### src/rtl/sub16_serial.sv
// sub16_serial: slice-serial subtractor, diff = input1 - input2 (mod 2^WIDTH).
// One SLICE-bit slice per cycle, NSTEP = WIDTH/SLICE cycles per operation,
// with adder-compatible carry/sign/zero/parity/overflow flags and
// valid/ready handshakes on both sides.
module sub16_serial #(
  parameter int WIDTH = 16,
  parameter int SLICE = 4
) (
  input  logic             clk,
  input  logic             rst_n,
  input  logic             in_valid,
  output logic             in_ready,
  input  logic [WIDTH-1:0] input1,
  input  logic [WIDTH-1:0] input2,
  output logic             out_valid,
  input  logic             out_ready,
  output logic [WIDTH-1:0] diff,
  output logic             carry,
  output logic             sign,
  output logic             zero,
  output logic             parity,
  output logic             overflow
);

  localparam int NSTEP = WIDTH / SLICE;
  localparam int SW    = (NSTEP > 1) ? $clog2(NSTEP) : 1;
  localparam int MSB   = WIDTH - 1;

  typedef enum logic [1:0] {IDLE, CALC, DONE} state_t;

  state_t           state;
  logic [WIDTH-1:0] a_q, b_q;   // operands latched on accept
  logic [WIDTH-1:0] acc_q;      // diff under construction, hidden from the port
  logic [SW-1:0]    step_q;
  logic             cy_q;       // running carry, 1 = no borrow so far

  logic [SLICE-1:0] a_sl, b_sl;
  logic [SLICE:0]   sum;
  logic [WIDTH-1:0] acc_nx;
  logic             last;
  logic             accept;

  // A new operation may start from IDLE, or from DONE while the result drains.
  assign in_ready = (state == IDLE) || (state == DONE && out_ready);
  assign accept   = in_valid && in_ready;

  // Current slice: A + ~B + carry, merged into the accumulated diff.
  always_comb begin
    a_sl   = a_q[step_q*SLICE +: SLICE];
    b_sl   = b_q[step_q*SLICE +: SLICE];
    sum    = {1'b0, a_sl} + {1'b0, ~b_sl} + {{SLICE{1'b0}}, cy_q};
    acc_nx = acc_q;
    acc_nx[step_q*SLICE +: SLICE] = sum[SLICE-1:0];
    last   = (step_q == SW'(NSTEP - 1));
  end

  // Control FSM with registered result; port diff/flags change only on CALC->DONE.
  always_ff @(posedge clk) begin
    if (!rst_n) begin
      state     <= IDLE;
      out_valid <= 1'b0;
      diff      <= '0;
      carry     <= 1'b0;
      sign      <= 1'b0;
      zero      <= 1'b0;
      parity    <= 1'b0;
      overflow  <= 1'b0;
      step_q    <= '0;
      cy_q      <= 1'b1;
      a_q       <= '0;
      b_q       <= '0;
      acc_q     <= '0;
    end else begin
      case (state)
        IDLE: begin
          if (accept) begin
            a_q    <= input1;
            b_q    <= input2;
            step_q <= '0;
            cy_q   <= 1'b1;
            state  <= CALC;
          end
        end
        CALC: begin
          acc_q  <= acc_nx;
          cy_q   <= sum[SLICE];
          step_q <= step_q + SW'(1);
          if (last) begin
            state     <= DONE;
            out_valid <= 1'b1;
            diff      <= acc_nx;
            carry     <= sum[SLICE];
            sign      <= acc_nx[MSB];
            zero      <= (acc_nx == '0);
            parity    <= ~^acc_nx;
            overflow  <= (a_q[MSB] != b_q[MSB]) && (acc_nx[MSB] != a_q[MSB]);
          end
        end
        DONE: begin
          if (out_ready) begin
            out_valid <= 1'b0;
            if (in_valid) begin
              // back-to-back: result drains and new operands load on one edge
              a_q    <= input1;
              b_q    <= input2;
              step_q <= '0;
              cy_q   <= 1'b1;
              state  <= CALC;
            end else begin
              state  <= IDLE;
            end
          end
        end
        default: state <= IDLE;
      endcase
    end
  end

endmodule
### config.mk
export PLATFORM = sky130hd
export DESIGN_NAME = sub16_serial
export DESIGN_NICKNAME = d
export VERILOG_FILES = /design/src/rtl/sub16_serial.sv
export SDC_FILE = /design/constraint.sdc
export NUM_CORES = 1
export LEC_CHECK = 0
export BUFFER_PORTS_ARGS = -buffer_cell sky130_fd_sc_hd__buf_2
export CAP_MARGIN = 40
export CORE_MARGIN = 1.5
export CORE_UTILIZATION = 45
export CTS_CLUSTER_SIZE = 28
export DETAILED_ROUTE_END_ITERATION = 12
export HOLD_SLACK_MARGIN = 0.12
export PLACE_DENSITY = 0.66
export SYNTH_ARGS = -nofsm -noshare
export SYNTH_HDL_FRONTEND = slang
export SYNTH_SLANG_ARGS = --single-unit
### constraint.sdc
create_clock -name clk -period 7.6 [get_ports clk]
set_clock_uncertainty 0.05 [all_clocks]
set_input_delay 0.76 -clock clk [delete_from_list [all_inputs] [get_ports clk]]
set_output_delay 0.76 -clock clk [all_outputs]
set_load 0.02 [all_outputs]
Word-level counts from Yosys, hierarchy flattened:

Cells that the tools add are included.

* shift-type cells: 4
* bitwise logic cells: 1
* multiply operators: 0
* magnitude comparators: 0
* add/sub/neg operators: 4
* reductions and logical operators: 15
* divide/modulo/power cells: 0
* muxes and demuxes: 25
* eq/ne operators: 9

Operators by type and width (number)
* 16-bit 2-to-1 mux: 6
* 16-bit case mux with 2 select lines: 2
* 4-bit negator with 34-bit output: 1
* 4-bit by 34-bit variable shift with 16-bit output (first input constant): 1
* 4-bit by 34-bit variable part select with 16-bit output: 1
* 16-bit by 5-bit variable part select with 4-bit output: 2
* 16-bit bitwise mux: 1
* 16-bit logical NOT: 1
* 16-bit XNOR reduction: 1
* 2-bit 2-to-1 mux: 6
* 2-bit case mux with 3 select lines: 2
* 2-bit inequality test (second input constant): 4
* 4-bit AND reduction: 2
* 1-bit 2-to-1 mux: 6
* 3-bit AND reduction: 2
* 4-bit by 4-bit adder with 5-bit output: 1
* 5-bit by 1-bit adder with 5-bit output: 1
* 2-bit equality test (second input constant): 2
* 4-bit NOT: 1
* 2-bit nonzero test: 2
* 1-bit logical AND: 3
* 1-bit case mux with 3 select lines: 1
* 3-bit nonzero test: 1
* 2-bit by 1-bit adder with 2-bit output (second input constant): 1
* other kinds (6): 7

* bits in registers: 75
* bits in read-only memories: 0
* output and inout bits: 23
* memories: 0
* bits in latches: 0
* RAM bits: 0
* input bits: 36
* word-level logic and storage cells: 71

Logic depth before layout (Yosys ltp):

Gate-level depths: netlist of the first run.

* word-level depth: 8
* mapped depth: 16
* gate-level depth less buffers: 15

Least setup slack after synthesis of the first run:

No wires, ideal clock.

* path kind: reg2reg
* start point: register step_q[0]
* end point: register parity
* setup time: 0.122 ns
* setup slack: 3.729 ns
* path buffers: 1
* period minus slack after synthesis: 3.871 ns
* cell stages (with the launch flop): 16
* data arrival time: 3.699 ns
* required time: 7.428 ns
* cells stage by stage: dfxtp_1 > buf_2 > mux4_2 > ha_1 > nor2b_1 > o21a_1 > or3_4 > and2_2 > a31oi_2 > ha_1 > xnor2_1 > xnor2_1 > xnor2_1 > xnor2_1 > xnor2_1 > a21oi_1

* cells in the longest elaborated chain, start to end: 7
* elaborated cells on any way between the ends: 12
* classes of those cells: add/sub (3); eq/ne (1); shift (4); mux (1); bitwise (1); reduce/logical (2)

RTL lines
* start: declaration: RTL line 34 `logic [SW-1:0] step_q;`
* start signal: assignment: RTL line 87 `step_q <= step_q + SW'(1);`
* 16-bit by 5-bit variable part select with 4-bit output: RTL line 50 `b_sl = b_q[step_q*SLICE +: SLICE];`
* 4-bit NOT: RTL line 51 `sum = {1'b0, a_sl} + {1'b0, ~b_sl} + {{SLICE{1'b0}}, cy_q};`
* 4-bit by 4-bit adder with 5-bit output: RTL line 51
* 5-bit by 1-bit adder with 5-bit output: RTL line 51
* 4-bit by 34-bit variable part select with 16-bit output: RTL line 53 `acc_nx[step_q*SLICE +: SLICE] = sum[SLICE-1:0];`
* 16-bit bitwise mux: RTL line 53
* 16-bit XNOR reduction: RTL line 95 `parity <= ~^acc_nx;`
* end signal: assignment: RTL line 95
* end: declaration: RTL line 21 `output logic parity,`

Parallel ways exist; a longest one is shown, timed or not.
A chain may end at the register's enable or synchronous reset.

Worst setup path after layout of the first run:

Ends and elaborated chain as after synthesis.

==> results of run 1 <==
cells in the mapped netlist, types with 2 or more instances:
master	instances
inv_1	12
xor2_1	3
nor2b_1	18
nor2_1	35
buf_2	5
mux4_2	8
dfxtp_1	74
clkbuf_1	16
nand2b_1	6
xnor2_1	6
nor3b_1	3
a31oi_1	9
buf_1	3
ha_1	16
a211oi_1	27
a21oi_1	49
buf_4	2
nand3_1	3
nand4_1	2
a31oi_2	3
nand2_1	69
fa_1	2
o21ai_0	10
cells in the final DEF, fill, tap and decap left out, types with 2 or more instances in the layout:
cell type / netlist / layout
a31oi_1: 9 / 9
dfxtp_1: 74 / 74
a21oi_1: 49 / 49
nor2b_1: 18 / 17
ha_1: 16 / 16
fa_1: 2 / 2
bufinv_16: 0 / 4
nor2_1: 35 / 34
nand2_1: 69 / 69
xnor2_1: 6 / 6
buf_2: 5 / 58
inv_1: 12 / 11
nand4_1: 2 / 2
clkbuf_8: 0 / 10
nand2b_1: 6 / 6
buf_8: 0 / 2
a211oi_1: 27 / 27
o21ai_0: 10 / 10
buf_4: 2 / 3
xor2_1: 3 / 3
mux4_2: 8 / 8
nor3b_1: 3 / 3
nand3_1: 3 / 3
a31oi_2: 3 / 3
area by class of cell:
type                    count  area (um2)
repair buffers             63         343
flip-flops and latches     74        1480
clock buffers              11         141
multi-input cells         280        1810
fillers                   698        3250
well taps                  99         124
clock inverters             5         125
inverters                  13        48.8
per-stage QoR:
| stage | total power (W) | cell area [um2] | setup WS, ps |
|---|---|---|---|
| global placement | 0.000645 | 3780 | 3460 |
| floorplan | 0.000603 | 3450 | 3730 |
| global route | 0.00111 | 4080 | 3060 |
| CTS | 0.00106 | 4080 | 3350 |
| finish | 0.00105 | 4080 | 3350 |
| detailed placement | 0.000654 | 3810 | 3370 |
path summary, 6_finish.rpt:
kind | cells past startpoint | slack [ps] | to
min reg2reg | 2 | 400 | a_q[6]
min | 2 | 400 | a_q[6]
max reg2reg | 14 | 3350 | parity
max | 14 | 3350 | parity
sequential cells by signal, summed over array words and instances, names as in the netlist, 2 cells and up:
name    count
a_q        16
acc_q      16
b_q        16
diff       15
state       2
step_q      2
kinds of logic after synthesis:
logic type               after synthesis  synth area share
AO/OA/AOI/OAI                        104             0.192
adder cells (fa/ha/maj)               18            0.0695
AND/OR/NAND/NOR                      140             0.184
buffers and inverters                 40            0.0478
flip-flops                            74             0.429
multiplexers                           9            0.0551
XOR/XNOR                               9            0.0228
routing by layer:
layer	routed length (um)	global-route usage	up-vias	share of wire
met5	0	0	-	0
met4	113	0.0807	0	0.015
met3	320	0.0505	8	0.043
met2	3520	0.303	65	0.47
met1	3550	0.252	1307	0.47
li1	-	-	1447	-
power groups by stage:
stage | clock network [W] | registers, W | logic (W)
2_1_floorplan | 0 | 0.000428 | 0.000175
3_3_place_gp | 0 | 0.000434 | 0.000211
3_5_place_dp | 0 | 0.000435 | 0.000219
4_1_cts | 0.000414 | 0.000426 | 0.000221
5_1_grt | 0.000430 | 0.000429 | 0.000248
6_report | 0.000406 | 0.000426 | 0.000221
worst min-delay path, cell delays in order (launching register included):
cell     delay [ps]
dfxtp_1         310
nand2_1          50
a21oi_1          50
==> metrics.md, run 1 <==
| Metric | Value |
|---|---|
| EDFF count, synth | `0` |
| Fin nets | `495` |
| Die ar. | `slightly above 8000 um2` |
| First-pass GRT wire length | `12700 um` |
| Core ar. | `about 7300 um2` |
| CP top delay family | `XOR/XNOR gates` |
| Cts repair resizes | `0` |
| Worst min-delay path class | `flop to flop` |
| Row count | `31` |
| Clk buf depth | `2` |
| Setup crit end kind | `flop` |
| Initial antenna violation count | `0` |
| Initial DRC Count | `145` |
| Dpl hpwl | `between 5000 and 6000 um` |
| Total grt overflow | `0` |
| Final setup fails | `0` |
| Ys Warns | `0` |
| Status | `completed` |
| Antenna diodes | `0` |
| Largest net degree at the start of global routing | `65` |
| TritonCTS buffer count | `9` |
| Postcts setup bufs | `0` |
| Unrepaired setup endpoints after global routing | `no` |
| CP Cell Sequence | `mux4_2 > ha_1 > nor2b_1 > o21a_1 > or3_4 > and2_2 > a31oi_2 > ha_1 > xnor2_1 > xnor2_1 > xnor2_1 > xnor2_1 > xnor2_1 > a21oi_1` |
| Max-cap violations | `0` |
| IO Count | `around 60` |
| Yosys reg bits | `74` |
| Avg Cell Area, Syn | `approximately 8.8 um2` |
| CP Launch Type | `flop` |
| Reg clk slew, reported paths | `roughly 70 ps` |
| Seq/Total Area, Yosys | `0.429` |
| Worst skew pair latency | `between 300 and 400 ps` |
| Peak VDD IR | `roughly 0.11 mV` |
| Worst R2R Start | `step_q[0]` |
| Ranking of synthesized cells by area | `dfxtp_1 43%, nand2_1 7.5%, a21oi_1 7.1%, a211oi_1 5.9%, ha_1 5.8%` |
| Die X | `90.6 um` |
| Leak Pwr | `about 1.6 nW` |
| CTS Sinks | `74` |
| Total wire length | `around 7500 um` |
| Vias | `approximately 2800` |
| Drt drc | `0` |
| Bufs and invs on worst path | `0` |
| Final hold viol count | `0` |
| Setup CP Type | `flop to flop` |
| Relative slew slack | `0.492` |
| Initial Util | `0.471` |
| Sw Ratio | `0.269` |
| Top cell type's share of synthesized area | `0.429` |
| Area Overhead vs Synth | `18.0%` |
| Synthesized area | `3450 um2` |
| Tcrit/Tclk final | `0.559` |
| Number of iterations in the first detailed-routing pass | `4` |
| Final Instance Count excl. Fillers | `between 500 and 600` |
| TNS Setup | `0 ps` |
| CTS root buf | `clkbuf_8` |
| H-tree depth | `3` |
| Die Y | `about 91 um` |
| Per-cell routed wire length | `approximately 14 um` |
| Slew @ Worst Pin | `between 700 and 800 ps` |
| Dpl cells | `about 530` |
| Flop pwr share | `0.404` |
| CTS tree | `built` |
| Gate Count Post-Synth | `~390` |
| GPL Wtd Cong | `around 0.82` |
| CP max stage delay | `820 ps` |
| Hold Path Origin | `a_q[6]` |
| Final core utilization | `0.556` |
| Post-synth top area cell | `dfxtp_1` |
| PortBufs | `58` |
| Share of total power in the clock network | `0.386` |
| Worst Setup SP | `step_q[0]` |
| Async S/R FF share, synth | `0` |
| Distinct cells, synth | `36` |
| Net Sw Power | `0.000284 W` |
| Overall routing resource usage | `0.194` |
| Most frequent CP cell | `xnor2_1` |
| Share of layout cells above drive strength 1 | `0.217` |
| Pint | `approximately 0.00077 W` |
| Hold buffers post-CTS | `0` |
| Drt via density | `5.19` |
| Combinational group share of total power | `0.210` |
| Cell Pwr Density | `about 260 nW/um2` |
| Synth Flop Type | `dfxtp_1` |
| CP arrival | `~4400 ps` |
| Crit path time final | `approximately 4200 ps` |
| Vias in the first global route | `about 2700` |
| Syn_nets | `about 450` |
| Maximum clock rate | `~240 MHz` |
| Max-slew violations | `0` |
| Hold_ws | `~400 ps` |
| Crit path max fanout | `15` |
| Critical path's slowest cell | `dfxtp_1` |
| Req. time, crit path | `between 7000 and 8000 ps` |
| Routed Antenna Nets | `0` |
Power figures use the tool's default switching activity.
==> run 2: changes to the inputs <==
--- a/config.mk
+++ b/config.mk
@@ -12,7 +12,7 @@
 export CTS_CLUSTER_SIZE = 28
 export DETAILED_ROUTE_END_ITERATION = 12
 export HOLD_SLACK_MARGIN = 0.12
-export PLACE_DENSITY = 0.66
+export PLACE_DENSITY = 0.69
 export SYNTH_ARGS = -nofsm -noshare
 export SYNTH_HDL_FRONTEND = slang
 export SYNTH_SLANG_ARGS = --single-unit
==> constraint.sdc (replaced) <==
create_clock -name clk -period 3.8 [get_ports clk]
set_clock_uncertainty 0.05 [all_clocks]
set_input_delay 0.38 -clock clk [delete_from_list [all_inputs] [get_ports clk]]
set_output_delay 0.38 -clock clk [all_outputs]
set_load 0.02 [all_outputs]
==> run 2 against run 1 <==
Net effect:
- first-iteration DRC count decreased by 17%
- largest cell class unchanged
- count of clock-buffer cells in the layout decreased by 1
- setup slack got worse by 3200 ps
- final area increased by 3.4%
- non-clock buffer count increased by 15
- sequential power increased by 99%
- total power increased by 100%
- hold slack got worse by 210 ps
- sequential share of layout area decreased by 1.1 points
- combinational power increased by 110%
- critical endpoint unchanged
- global-route usage decreased by 0.14 points
==> metrics.md, run 2 (synthesis gave the netlist of run 1 again) <==
| Metric | Value |
|---|---|
| Antenna diodes | `0 (unchanged)` |
| Net Sw Power | `0.000573 W (+100%)` |
| Row count | `31 (unchanged)` |
| Slew @ Worst Pin | `738 ps (-23.5 ps)` |
| Worst min-delay path class | `primary input to flop` |
| Initial antenna violation count | `0 (unchanged)` |
| GPL Wtd Cong | `0.906 (+10%)` |
| Status | `completed` |
| CP Launch Type | `flop` |
| Final setup fails | `0 (unchanged)` |
| Top Registers | `a_q: 16 flops, acc_q: 16 flops, b_q: 16 flops` |
| Core ar. | `7330 um2 (unchanged)` |
| Total grt overflow | `0 (unchanged)` |
| Die ar. | `8210 um2 (unchanged)` |
| Sw Ratio | `0.270 (+0.000696)` |
| Overall routing resource usage | `0.192 (-0.00136)` |
| Drt drc | `0 (unchanged)` |
| Flop pwr share | `0.399 (-0.005)` |
| Most common cell after layout, fill and taps aside | `dfxtp_1` |
| CTS root buf | `clkbuf_8` |
| Share of total power in the clock network | `0.379 (-0.007)` |
| Hold buffers post-CTS | `0 (unchanged)` |
| Largest net degree at the start of global routing | `36 (-45%)` |
| Slack of the critical path | `179 ps (-3170 ps)` |
| Worst skew pair latency | `360 ps (about the same)` |
| Crit path time final | `3620 ps (-627 ps)` |
| Routed Antenna Nets | `0 (unchanged)` |
| Postcts setup bufs | `0 (unchanged)` |
| Die Y | `90.6 um (unchanged)` |
| Number of iterations in the first detailed-routing pass | `4 (unchanged)` |
| Leak Pwr | `1.70 nW (+4.7%)` |
| Combinational group share of total power | `0.222 (+0.012)` |
| Initial Util | `0.471 (unchanged)` |
| Total wire length | `7360 um (-1.8%)` |
| Per-cell routed wire length | `13.2 um (-4.5%)` |
| PortBufs | `58 (unchanged)` |
| IO Count | `59 (unchanged)` |
| Drt via density | `5.09 (-2.0%)` |
| Clk buf depth | `2 (unchanged)` |
| Peak VDD IR | `0.241 mV (+120%)` |
| TNS Setup | `0 ps (unchanged)` |
| Fin nets | `510 (+3.0%)` |
| Unrepaired setup endpoints after global routing | `no` |
| Commonest non-fill, non-tap cells in the layout | `73 x dfxtp_1, 69 x nand2_1, 58 x buf_2` |
| Setup crit end kind | `flop` |
| CP Cell Sequence | `mux4_2 > ha_1 > nor2b_1 > o21a_1 > or3_4 > and2_2 > a31oi_2 > ha_1 > xnor2_1 > xnor2_1 > xnor2_1 > xnor2_1 > xnor2_1 > a21oi_1` |
| Vias in the first global route | `2759 (+1.5%)` |
| Tcrit/Tclk final | `0.953 (+0.394)` |
| H-tree depth | `3 (unchanged)` |
| Dpl hpwl | `5450 um (+3.9%)` |
| Maximum clock rate | `276 MHz (+17%)` |
| Relative slew slack | `0.508 (+0.0164)` |
| Req. time, crit path | `4000 ps (-3780 ps)` |
| Setup CP Type | `flop to flop` |
| Cell Pwr Density | `504 nW/um2 (+95%)` |
| Placement Cell Area | `3940 um2 (+3.3%)` |
| CTS Sinks | `74 (unchanged)` |
| Area Overhead vs Synth | `22.0%` |
| Max-slew violations | `0 (unchanged)` |
| Max-cap violations | `0 (unchanged)` |
| Pint | `0.00155 W (+100%)` |
| Vias | `2848 (+0.74%)` |
| CTS tree | `built` |
| Final instance area | `4220 um2 (+3.4%)` |
| First-pass GRT wire length | `12600 um (-0.71%)` |
| CP arrival | `3820 ps (-600 ps)` |
| CP max stage delay | `550 ps (-270 ps)` |
| Share of layout cells above drive strength 1 | `0.249 (+0.0320)` |
| TritonCTS buffer count | `9 (unchanged)` |
| Initial DRC Count | `120 (-17%)` |
| Most frequent CP cell | `xnor2_1` |
| Crit path max fanout | `7 (-8)` |
| Critical path's slowest cell | `mux4_2` |
| Final hold viol count | `0 (unchanged)` |
| Die X | `90.6 um (unchanged)` |
| Final core utilization | `0.575 (+0.0189)` |
| Reg clk slew, reported paths | `80 ps (about the same)` |
| Total power | `0.00212 W (+100%)` |
| DP Worst Slack | `-11.9 ps (-3380 ps)` |
-- run 2: what timing repair did --
item | in CTS | in global routing
pin swaps | 0 | 0
cloned | 0 | 0
gates resized for setup | 1 | 3
setup endpoints to repair | 1 | 1
-- run 2: layout make-up --
cell class                 instances  area, um2
multi-input combinational        280       1820
clock inverter                     6        138
inverter                          13       48.8
sequential                        74       1490
tap                               99        124
fill                             675       3120
timing repair buffer              78        468
clock buffer                      10        128
-- run 2: stage by stage --
stage | hold slack (ps) | cells
2_1_floorplan | 382 | 394
3_3_place_gp | 393 | 542
3_5_place_dp | 398 | 544
4_1_cts | 189 | 560
5_1_grt | 189 | 560
6_report | 198 | 560
-- run 2: worst paths after layout --
kind / slack (ps) / to / cells past startpoint / start
worst max-delay path: 180 / parity / 14 / step_q[0]
worst min-delay path: 200 / b_q[6] / 3 / input2[6]
worst max register to register: 180 / parity / 14 / step_q[0]
worst min register to register: 410 / acc_q[12] / 2 / acc_q[12]
-- run 2: critical path: cells and delay by family, from the launching register on --
family / cells / cell delay [ps]
xor+xnor: 5 / 810
fa+ha+maj: 2 / 560
simple gates: 3 / 690
compound gates: 3 / 460
flops: 1 / 410
mux: 1 / 550
-- run 2: per-layer routing --
metal | wire length [um] | GRT usage | vias to the layer above
met4 | 110 | 0.0899 | 0
met3 | 287 | 0.0513 | 11
li1 | - | - | 1486
met1 | 3420 | 0.239 | 1298
met2 | 3550 | 0.309 | 53
met5 | 0 | 0 | -
-- run 2: power by group through the flow --
stage	registers (W)	logic (W)	clock network, W
after floorplan	0.000855	0.000352	0
after global placement	0.000865	0.000453	0
after detailed placement	0.000865	0.000468	0
after CTS	0.000848	0.000471	0.000817
after global routing	0.000853	0.000523	0.000851
final	0.000847	0.000471	0.000805
==> run 3: changes to the inputs <==
--- a/config.mk
+++ b/config.mk
@@ -7,7 +7,6 @@
 export LEC_CHECK = 0
 export BUFFER_PORTS_ARGS = -buffer_cell sky130_fd_sc_hd__buf_2
 export CAP_MARGIN = 40
-export CORE_MARGIN = 1.5
 export CORE_UTILIZATION = 45
 export CTS_CLUSTER_SIZE = 28
 export DETAILED_ROUTE_END_ITERATION = 12
==> run 3 against run 2 <==
Net effect:
- die area is 2.2% lower
- register-to-register slack worse by 40 ps
- non-clock buffer count unchanged
==> metrics.md, run 3 (synthesis gave the netlist of run 1 again) <==
| Metric | Value |
|---|---|
| Commonest non-fill, non-tap cells in the layout | `73 x dfxtp_1, 69 x nand2_1, 58 x buf_2` |
| Core ar. | `7330 um2 (unchanged)` |
| TNS Setup | `0 ps (unchanged)` |
| Area Overhead vs Synth | `20.8%` |
| Initial DRC Count | `152 (+27%)` |
| Crit path time final | `3660 ps (+36.7 ps)` |
| Vias | `2921 (+2.6%)` |
| Share of layout cells above drive strength 1 | `0.257 (+0.00706)` |
| Most common cell after layout, fill and taps aside | `dfxtp_1` |
| Crit path max fanout | `7 (unchanged)` |
| Max-cap violations | `0 (unchanged)` |
| Per-cell routed wire length | `13.4 um (+1.8%)` |
| Initial Util | `0.471 (unchanged)` |
| Multi-input logic area | `1850 um2 (+1.6%)` |
| Die ar. | `8030 um2 (-2.2%)` |
| Leak Pwr | `1.67 nW (-1.7%)` |
| Req. time, crit path | `3970 ps (-30 ps)` |
| Routed Antenna Nets | `0 (unchanged)` |
| Number of iterations in the first detailed-routing pass | `4 (unchanged)` |
| Reg clk slew, reported paths | `80 ps (about the same)` |
| Total power | `0.00191 W (-10%)` |
| FF+latch area | `1490 um2 (unchanged)` |
| TritonCTS buffer count | `9 (unchanged)` |
| Die X | `89.6 um (-1.1%)` |
| Die Y | `89.6 um (-1.1%)` |
| Total wire length | `7480 um (+1.6%)` |
| Overall routing resource usage | `0.204 (+0.0121)` |
| Worst R2R Start | `step_q[0]` |
| Slew @ Worst Pin | `611 ps (-127 ps)` |
| Largest net degree at the start of global routing | `42 (+17%)` |
| Initial antenna violation count | `0 (unchanged)` |
| CP Launch Type | `flop` |
| Dpl hpwl | `5460 um (+0.33%)` |
| End of the worst register-to-register path | `parity` |
| Worst min-delay path class | `primary input to flop` |
| Hold EP | `b_q[6]` |
| GRT Max-Usage Layer | `met2` |
| Drt drc | `0 (unchanged)` |
| Cell Pwr Density | `458 nW/um2 (-9.0%)` |
| Routing usage on met1 | `0.259 (+0.0197)` |
| Setup CP Type | `flop to flop` |
| Tcrit/Tclk final | `0.963 (+0.00966)` |
| IO Count | `59 (unchanged)` |
| Fill count | `665 (-1.5%)` |
| Max-slew violations | `0 (unchanged)` |
| H-tree depth | `3 (unchanged)` |
| Worst skew pair latency | `350 ps (about the same)` |
| Hold Path Origin | `input2[6]` |
| CTS tree | `built` |
| Top Registers | `a_q: 16 flops, acc_q: 16 flops, b_q: 16 flops` |
| Grt met2 use | `0.322 (+0.0134)` |
| CP arrival | `3830 ps (about the same)` |
| Hold depth | `3 (unchanged)` |
| Final setup fails | `0 (unchanged)` |
| Maximum clock rate | `273 MHz (-1.0%)` |
| CTS root buf | `clkbuf_8` |
| Relative slew slack | `0.592 (+0.0835)` |
| Total grt overflow | `0 (unchanged)` |
| Final hold viol count | `0 (unchanged)` |
| Peak VDD IR | `0.268 mV (+11%)` |
| Clk buf depth | `2 (unchanged)` |
| Row count | `31 (unchanged)` |
| CTS Sinks | `74 (unchanged)` |
| PortBufs | `58 (unchanged)` |
| Status | `completed` |
| Vias in the first global route | `2755 (-0.14%)` |
| Drt via density | `5.23 (+2.7%)` |
| Worst reg2reg path depth | `14 (unchanged)` |
| Hold buffers post-CTS | `0 (unchanged)` |
| Met3 usage in global routing | `0.0420 (-0.00930)` |
| First-pass GRT wire length | `12500 um (-0.77%)` |
| Setup crit end kind | `flop` |
| Fin nets | `510 (unchanged)` |
| Antenna diodes | `0 (unchanged)` |
| GPL Wtd Cong | `0.855 (-5.7%)` |
| R2r setup slk | `140 ps (-40 ps)` |
[run 3: timing repair]
| item | 4_1_cts | 5_1_grt |
|---|---|---|
| pin swaps | 0 | 2 |
| setup buffers | 0 | 2 |
| gates resized for setup | 1 | 9 |
| setup endpoints to repair | 1 | 1 |
| hold endpoints to repair | 0 | 0 |
[run 3: metal layers]
| metal | share of wire | wire (um) | vias up |
|---|---|---|---|
| li1 | - | - | 1481 |
| met1 | 0.45 | 3400 | 1338 |
| met2 | 0.47 | 3530 | 79 |
| met3 | 0.043 | 324 | 23 |
| met4 | 0.030 | 223 | 0 |
| met5 | 0 | 0 | - |
[run 3: metrics by stage]
step | area (um2) | worst slack, ps | hold slack, ps | utilization | cells
after floorplan | 3460 | 10.4 | 382 | - | 394
after global placement | 3870 | 53.9 | 393 | 0.528 | 539
after detailed placement | 3930 | -86.0 | 403 | 0.536 | 542
after CTS | 4110 | 34.1 | 199 | 0.561 | 557
after global routing | 4170 | -39.0 | 208 | 0.569 | 559
final | 4170 | 142 | 212 | 0.569 | 559
[run 3: power by group]
group	leakage [nW]	internal [W]	switching (W)
Combinational	0.972	0.000228	0.000257
Clock	0.0921	0.000298	0.000280
Sequential	0.605	0.000819	0.0000291
Total	1.67	0.00134	0.000566
[run 3: critical path: stages, from the launching register on]
cell,delay [ps]
dfxtp_4,400
mux4_2,540
ha_1,300
nor2b_1,130
o21a_1,190
or3_4,350
and2_2,240
a31oi_4,190
ha_1,280
xnor2_2,180
xnor2_1,150
xnor2_1,160
xnor2_1,160
xnor2_1,140
a21oi_1,80
[run 3: final cells by class]
type,count,share of cell area
well taps,99,0.0297
clock buffers,10,0.0306
repair buffers,78,0.114
clock inverters,5,0.0135
inverters,13,0.0117
flip-flops and latches,74,0.356
multi-input cells,280,0.445
[run 3: how the worst max path moves through the flow]
stage	end	depth (start not counted)	slack, ps	from
after floorplan	parity	15	10	step_q[0]
after global placement	parity	13	50	step_q[0]
after detailed placement	parity	14	-90	step_q[0]
after CTS	parity	14	30	step_q[0]
after global routing	parity	14	-40	step_q[0]
final	parity	14	140	step_q[0]
